File: src/rtl/mem_arbiter.sv
// Single-port memory arbiter between a fetch and a data requester, with data priority and access timeout.
// Optional MEM_ARBITER_PERF_EN adds a saturating conflict_cnt output.
module mem_arbiter #(
    parameter int TIMEOUT_CYC = 16
) (
    input  logic        clk,
    input  logic        rst,
    input  logic        i_req,
    input  logic [15:0] i_addr,
    input  logic        d_req,
    input  logic        d_wr,
    input  logic [15:0] d_addr,
    input  logic [15:0] d_wdata,
    input  logic [15:0] mem_rdata,
    input  logic        mem_done,
    output logic        mem_en,
    output logic        mem_wr,
    output logic [15:0] mem_addr,
    output logic [15:0] mem_wdata,
    output logic [15:0] i_rdata,
    output logic        i_valid,
    output logic [15:0] d_rdata,
    output logic        d_valid,
    output logic        i_stall,
    output logic        d_stall,
`ifdef MEM_ARBITER_PERF_EN
    output logic [15:0] conflict_cnt,
`endif
    output logic        err
);

    localparam int CW = $clog2(TIMEOUT_CYC + 1);

    typedef enum logic [1:0] {IDLE, D_ACC, I_ACC, ERR} state_t;

    state_t        state_reg, state_next;
    logic [CW-1:0] cnt_reg, cnt_next, cnt_inc;
    logic          en_reg, en_next;
    logic          wr_reg, wr_next;
    logic [15:0]   addr_reg, addr_next;
    logic [15:0]   wdata_reg, wdata_next;
    logic [15:0]   irdata_reg, irdata_next;
    logic [15:0]   drdata_reg, drdata_next;
    logic          ivalid_reg, ivalid_next;
    logic          dvalid_reg, dvalid_next;
    logic          err_reg;
    logic          i_elig, d_elig;

    // A requester whose completion pulse is showing is still holding its old request.
    assign i_elig  = i_req && !ivalid_reg;
    assign d_elig  = d_req && !dvalid_reg;
    assign cnt_inc = cnt_reg + 1'b1;

    always_comb begin
        state_next  = state_reg;
        cnt_next    = cnt_reg;
        en_next     = en_reg;
        wr_next     = wr_reg;
        addr_next   = addr_reg;
        wdata_next  = wdata_reg;
        irdata_next = irdata_reg;
        drdata_next = drdata_reg;
        ivalid_next = 1'b0;
        dvalid_next = 1'b0;
        case (state_reg)
            IDLE: begin
                if (d_elig) begin
                    state_next = D_ACC;
                    cnt_next   = '0;
                    en_next    = 1'b1;
                    wr_next    = d_wr;
                    addr_next  = d_addr;
                    wdata_next = d_wdata;
                end else if (i_elig) begin
                    state_next = I_ACC;
                    cnt_next   = '0;
                    en_next    = 1'b1;
                    wr_next    = 1'b0;
                    addr_next  = i_addr;
                end
            end
            D_ACC, I_ACC: begin
                if (mem_done) begin
                    state_next = IDLE;
                    en_next    = 1'b0;
                    if (state_reg == I_ACC) begin
                        ivalid_next = 1'b1;
                        irdata_next = mem_rdata;
                    end else begin
                        dvalid_next = 1'b1;
                        if (!wr_reg)
                            drdata_next = mem_rdata;
                    end
                end else begin
                    cnt_next = cnt_inc;
                    if (cnt_inc == CW'(TIMEOUT_CYC)) begin
                        state_next = ERR;
                        en_next    = 1'b0;
                    end
                end
            end
            default: begin
                en_next = 1'b0;
            end
        endcase
    end

    always_ff @(posedge clk or posedge rst) begin
        if (rst) begin
            state_reg  <= IDLE;
            cnt_reg    <= '0;
            en_reg     <= 1'b0;
            wr_reg     <= 1'b0;
            addr_reg   <= '0;
            wdata_reg  <= '0;
            irdata_reg <= '0;
            drdata_reg <= '0;
            ivalid_reg <= 1'b0;
            dvalid_reg <= 1'b0;
            err_reg    <= 1'b0;
        end else begin
            state_reg  <= state_next;
            cnt_reg    <= cnt_next;
            en_reg     <= en_next;
            wr_reg     <= wr_next;
            addr_reg   <= addr_next;
            wdata_reg  <= wdata_next;
            irdata_reg <= irdata_next;
            drdata_reg <= drdata_next;
            ivalid_reg <= ivalid_next;
            dvalid_reg <= dvalid_next;
            err_reg    <= (state_next == ERR);
        end
    end

`ifdef MEM_ARBITER_PERF_EN
    logic [15:0] conflict_reg;

    always_ff @(posedge clk or posedge rst) begin
        if (rst)
            conflict_reg <= '0;
        else if (state_reg == IDLE && i_elig && d_elig && conflict_reg != 16'hFFFF)
            conflict_reg <= conflict_reg + 16'd1;
    end

    assign conflict_cnt = conflict_reg;
`endif

    assign mem_en    = en_reg;
    assign mem_wr    = wr_reg;
    assign mem_addr  = addr_reg;
    assign mem_wdata = wdata_reg;
    assign i_rdata   = irdata_reg;
    assign d_rdata   = drdata_reg;
    assign i_valid   = ivalid_reg;
    assign d_valid   = dvalid_reg;
    assign err       = err_reg;
    assign i_stall   = i_req && !ivalid_reg;
    assign d_stall   = d_req && !dvalid_reg;

endmodule

File: config.mk
export PLATFORM = sky130hd
export DESIGN_NAME = mem_arbiter
export DESIGN_NICKNAME = d
export VERILOG_FILES = /design/src/rtl/mem_arbiter.sv
export SDC_FILE = /design/constraint.sdc
export NUM_CORES = 1
export LEC_CHECK = 0
export ABC_AREA = 0
export CAP_MARGIN = 10
export CORE_MARGIN = 2
export CORE_UTILIZATION = 42
export DETAILED_ROUTE_END_ITERATION = 10
export GPL_ROUTABILITY_DRIVEN = 0
export PLACE_DENSITY = 0.8
export REMOVE_ABC_BUFFERS = 1
export SLEW_MARGIN = 20
export SYNTH_ARGS = -nofsm -noshare
export SYNTH_HDL_FRONTEND = slang
export SYNTH_SLANG_ARGS = --single-unit
export TNS_END_PERCENT = 1
File: constraint.sdc
create_clock -name clk -period 3 [get_ports clk]
set_input_delay 0.6 -clock clk [delete_from_list [all_inputs] [get_ports clk]]
set_output_delay 0.6 -clock clk [all_outputs]
set_load 0.1 [all_outputs]
==> results by group, run 1 <==
Cells and area
  • Most frequent cells in the layout: 77 x buf_4, 76 x dfrtp_1, 69 x clkdlybuf4s50_1
  • Layout cells sized above 1: 37.5%
  • Utilization after layout: a little over three fifths
  • Area of the multi-input gates: 0.00127 mm2
  • Antenna diodes: 0
  • Area delta synth->final: 48.0%
  • FF+latch area: approximately 0.0019 mm2
  • Commonest non-fill, non-tap cell in the layout: buf_4
  • Fill count: 622
  • Post-layout net count: between 400 and 500

STA
  • Final Critical Period: 2.16 ns
  • Hold_ws: around 0.48 ns
  • Setup TNS: 0 ns
  • Max Fclk: approximately 460 MHz
  • Rel. slew slack: between 50% and 60%
  • Final setup vio count: 0
  • Crit share post-route: between 70 and 80%
  • Setup Skew: 0.0117 ns
  • RSZ-0062 raised after global routing: no
  • Pins over their slew limit: 0
  • Final Hold Vio Count: 0
  • Measured slew at the worst slew-check pin: roughly 0.63 ns

Detailed routing
  • DR vias/cell: slightly below 5
  • Final ANT Viol Nets: 0
  • Drt drc: 0
  • DRT Pass-1 Iters: 4
  • First DRT Iteration DRCs: between 80 and 90
  • Routed len/inst: around 15 um
  • Vias post-DR: 2440
  • Final WL: 7530 um

Place
  • Hpwl dp: 5660 um
  • Port Buffers: between 100 and 150

Clock tree
  • Root Buffer: clkbuf_8
  • Worst-skew pair later-pin latency: 0.33 ns
  • Num CTS Buffers: 9
  • Post-CTS Repair Setup Buffers: 0
  • Clk buf depth: 2
  • CTS clk-pin slew, worst paths: about 0.070 ns
  • Hold_buf cts: 0
  • CTS Sinks: 76
  • H-tree depth: 3
  • CTS resizes: 0
  • CTS tree: done

Synthesis
  • Yosys reg bits: between 70 and 80
  • Syn avg cell area: about 13 um2
  • Post-synth EDFFs: 0
  • Yosys cell types: 35
  • Sequential fraction of the synthesis area: between 50 and 60%
  • Dominant synthesized flop cell: dfrtp_1
  • Synth Warn #: 0
  • Async set-reset flop share out of synthesis: 100%
  • Post-Syn Area: 0.00326 mm2
  • Synth Instances: 244

Setup path
  • Data arrival time of the critical path: around 1.6 ns
  • Reg2reg start: state_reg[0]
  • Crit path required time: approximately 2.4 ns
  • Reg2Reg Setup Slack: roughly 0.98 ns
  • CP Launch Type: input port
  • Crit-path max FO: 6
  • Critical Path End: i_stall
  • Worst setup path class: input port to output port
  • Critical Path Start: i_req
  • FF-to-FF End: d_rdata[11]
  • Crit path capture type: output port
  • Worst R2R Path Depth: 6

Global routing
  • Total GRT Usage: 18.5%
  • Vias in the first global route: 2635
  • GRT overflow: 0
  • First-pass GRT wire length: ~12000 um
  • Initial antenna violation count: 0
  • Pin count of the biggest net entering global routing: 34

Job
  • Max-cap violations: 0

Min path
  • Worst hold path class: flop to flop

Floorplan
  • Initial Utilization: roughly 43%
  • IO Count: between 100 and 150
  • Row count: 32
  • Die Y: 92.2 um
  • Die width: between 90 and 100 um
  • DIE AREA: 0.00849 mm2
  • Core Footprint: around 0.0076 mm2

Outcome
  • Status: finished clean
[how the worst min path moves through the flow]
| stage | startpoint | endpoint | slack, ns | cells past startpoint |
|---|---|---|---|---|
| 2_1_floorplan | cnt_reg[4] | cnt_reg[4] | 0.54 | 1 |
| 3_3_place_gp | mem_addr[6] | mem_addr[6] | 0.47 | 2 |
| 3_5_place_dp | mem_addr[9] | mem_addr[9] | 0.47 | 2 |
| 4_1_cts | mem_addr[14] | mem_addr[14] | 0.49 | 2 |
| 5_1_grt | mem_addr[10] | mem_addr[10] | 0.51 | 2 |
| 6_report | mem_addr[14] | mem_addr[14] | 0.48 | 2 |
[metrics by stage]
step | setup slack, ns | area [um2] | instances
after floorplan | -0.104 | 3200 | 234
after global placement | 0.853 | 4660 | 485
after detailed placement | 0.834 | 4660 | 485
after CTS | 0.836 | 4830 | 499
after global routing | 0.786 | 4830 | 499
final | 0.838 | 4830 | 499
[final cells by class]
class,instances,area share [%]
sequential,76,39.4
timing repair buffer,149,27.5
multi-input combinational,149,26.3
clock buffer,11,2.72
tap,102,2.64
clock inverter,3,0.829
inverter,9,0.699
[synth_stat cells (2+ instances only)]
cell,number,area [um2]
a21o_1,3,22.5
a21oi_1,3,15.0
a22o_1,6,52.6
and3_1,2,12.5
buf_2,6,30.0
buf_4,2,15.0
dfrtp_1,76,1900
ha_1,4,50.1
inv_1,7,26.3
inv_2,2,7.51
mux2_2,38,428
mux2_4,10,150
mux2i_1,17,170
nand2_1,22,82.6
nand3_1,5,25.0
nor3_1,3,15.0
o21ai_0,20,100
[cells by family (layout without fill, tap and decap cells)]
logic type | after synthesis | in the layout | synth area share, %
DFF | 76 | 76 | 58.3
AOI/OAI and AO/OA | 38 | 38 | 7.40
muxes | 65 | 65 | 22.9
and+or+nand+nor | 42 | 42 | 6.90
buffers and inverters | 19 | 172 | 2.99
adders and majority gates | 4 | 4 | 1.53
[metal layers]
layer | part of all wire (%) | wire length (um) | global-route usage [%] | vias up
met2 | 51 | 3870 | 32.1 | 95
met5 | 0 | 0 | 0 | -
met3 | 8.0 | 604 | 6.33 | 8
li1 | - | - | - | 1165
met4 | 1.0 | 78 | 6.09 | 0
met1 | 39 | 2970 | 21.4 | 1172
[critical path, stage by stage]
cell and delay [ns]:
clkdlybuf4s50_1 0.45, nand2b_1 0.14, inv_1 0.17, buf_12 0.19
Power of run 1 is not shown: default switching activity piles up to over one toggle a cycle in this logic, so the estimate is an artifact.
==> inputs of run 2 (changes only) <==
clock period = 2.1 ns   (was 3 ns; I/O delays follow)
==> run 2 against run 1 <==
Net effect:
- die area stayed put
- sequential share of layout area is 0.52 points lower
- worst setup slack worse by 0.70 ns
- register-to-register slack worse by 0.84 ns
- global-route usage is 0.25 points lower
- critical path type is now flop to flop
- critical endpoint is now d_rdata[11]
- highest routed layer unchanged
==> results by group, run 2 (synthesized netlist as in run 1, its figures left out) <==
Outcome
  • Status: finished clean

Setup path
  • Crit-path max FO: 16 (+10)
  • Crit path required time: 2.32 ns (-0.08 ns)
  • Crit path capture type: flop
  • CP Launch Type: flop
  • Worst R2R Path Depth: 6 (unchanged)
  • Reg2Reg Setup Slack: 0.14 ns (-0.84 ns)
  • Worst setup path class: flop to flop
  • Critical Path Start: state_reg[0]
  • Data arrival time of the critical path: 2.19 ns (+0.63 ns)
  • Critical Path End: d_rdata[11]
  • Reg2reg start: state_reg[0]
  • FF-to-FF End: d_rdata[11]

Detailed routing
  • Vias post-DR: 2400 (-1.6%)
  • Routed len/inst: 14.6 um (-3.2%)
  • DRT Pass-1 Iters: 4 (unchanged)
  • Drt drc: 0 (unchanged)
  • Final WL: 7290 um (-3.2%)
  • DR vias/cell: 4.81 (-1.6%)
  • First DRT Iteration DRCs: 98 (+14%)
  • Final ANT Viol Nets: 0 (unchanged)

STA
  • Final Hold Vio Count: 0 (unchanged)
  • Rel. slew slack: 59.7% (+2.3 points)
  • Max Fclk: 510 MHz
  • Pins over their slew limit: 0 (unchanged)
  • RSZ-0062 raised after global routing: no
  • Hold_ws: 0.470 ns (-0.0120 ns)
  • Crit share post-route: 93.4%
  • Measured slew at the worst slew-check pin: 0.598 ns (-0.0338 ns)
  • Final setup vio count: 0 (unchanged)
  • Final Critical Period: approximately 2.0 ns
  • Setup Skew: 0.0140 ns (+0.00228 ns)

Cells and area
  • Commonest non-fill, non-tap cell in the layout: dfrtp_1
  • Post-layout net count: 466 (-0.43%)
  • Antenna diodes: 0 (unchanged)
  • Area delta synth->final: 50.0%
  • Layout cells sized above 1: 38.0% (+0.50 points)
  • Most frequent cells in the layout: 76 x dfrtp_1, 71 x buf_4, 69 x clkdlybuf4s50_1
  • Post-route insts no fill: 499 (unchanged)

Floorplan
  • DIE AREA: 0.00849 mm2 (unchanged)
  • IO Count: 141 (unchanged)
  • Row count: 32 (unchanged)
  • Die width: 92.2 um (unchanged)
  • Core Footprint: 0.00765 mm2 (unchanged)
  • Initial Utilization: 42.7% (unchanged)
  • Die Y: 92.2 um (unchanged)

Global routing
  • Initial antenna violation count: 0 (unchanged)
  • First-pass GRT wire length: 12000 um (-3.1%)
  • Total GRT Usage: 18.2% (-0.25 points)
  • GRT overflow: 0 (unchanged)
  • Vias in the first global route: 2505 (-4.9%)
  • Pin count of the biggest net entering global routing: 77 (+130%)

Clock tree
  • CTS clk-pin slew, worst paths: 0.08 ns (about the same)
  • Root Buffer: clkbuf_8
  • H-tree depth: 3 (unchanged)
  • Num CTS Buffers: 9 (unchanged)
  • CTS Sinks: 76 (unchanged)
  • Hold_buf cts: 0 (unchanged)
  • Worst-skew pair later-pin latency: 0.35 ns (+0.02 ns)
  • Clk buf depth: 2 (unchanged)
  • CTS tree: done
  • Post-CTS Repair Setup Buffers: 0 (unchanged)
  • CTS resizes: 0 (unchanged)

Place
  • Port Buffers: 140 (unchanged)
  • Hpwl dp: 5400 um (-4.5%)
  • Inst Count DP: 483 (-0.41%)

Min path
  • Worst hold path class: input port to async pin

Job
  • Max-cap violations: 0 (unchanged)
run 2: final cells by class:
type | instances | area (um2)
clock buffer | 10 | 138
clock inverter | 6 | 63.8
fill | 605 | 2750
inverter | 9 | 33.8
multi-input combinational | 149 | 1270
sequential | 76 | 1900
tap | 102 | 128
timing repair buffer | 147 | 1360
run 2: layer usage:
layer,share of wire [%],vias to the layer above,wire length (um),global-route usage (%)
li1,-,1160,-,-
met1,41,1135,2990,21.8
met2,49,91,3570,29.7
met3,7.8,14,572,5.75
met4,2.3,0,165,9.08
met5,0,-,0,0
run 2: how the worst min path moves through the flow:
| stage | startpoint | endpoint | slack (ns) | cells after the start |
|---|---|---|---|---|
| final | rst | mem_addr[9] | 0.47 | 3 |
| after global placement | mem_addr[10] | mem_addr[10] | 0.47 | 2 |
| after detailed placement | mem_addr[9] | mem_addr[9] | 0.47 | 2 |
| after global routing | mem_addr[9] | mem_addr[9] | 0.51 | 2 |
| after CTS | rst | i_rdata[0] | 0.49 | 3 |
| after floorplan | cnt_reg[4] | cnt_reg[4] | 0.54 | 1 |
run 2: through the flow:
stage	utilization [%]	setup TNS, ns	setup slack, ns	area (um2)
6_report	64.0	0	0.139	4900
5_1_grt	64.0	0	0.0213	4900
4_1_cts	64.0	0	0.135	4900
3_5_place_dp	61.4	0	0.171	4700
3_3_place_gp	61.4	0	0.207	4700
2_1_floorplan	-	-47.45	-1.00	3200
run 2: worst max-delay path, cell delays in order, from the launching register on:
cell	delay [ns]
dfrtp_1	0.39
inv_1	0.10
ha_1	0.42
nand2_1	0.18
nor3_4	0.19
buf_12	0.19
mux2_2	0.36
Power of run 2 is left out for the same reason.
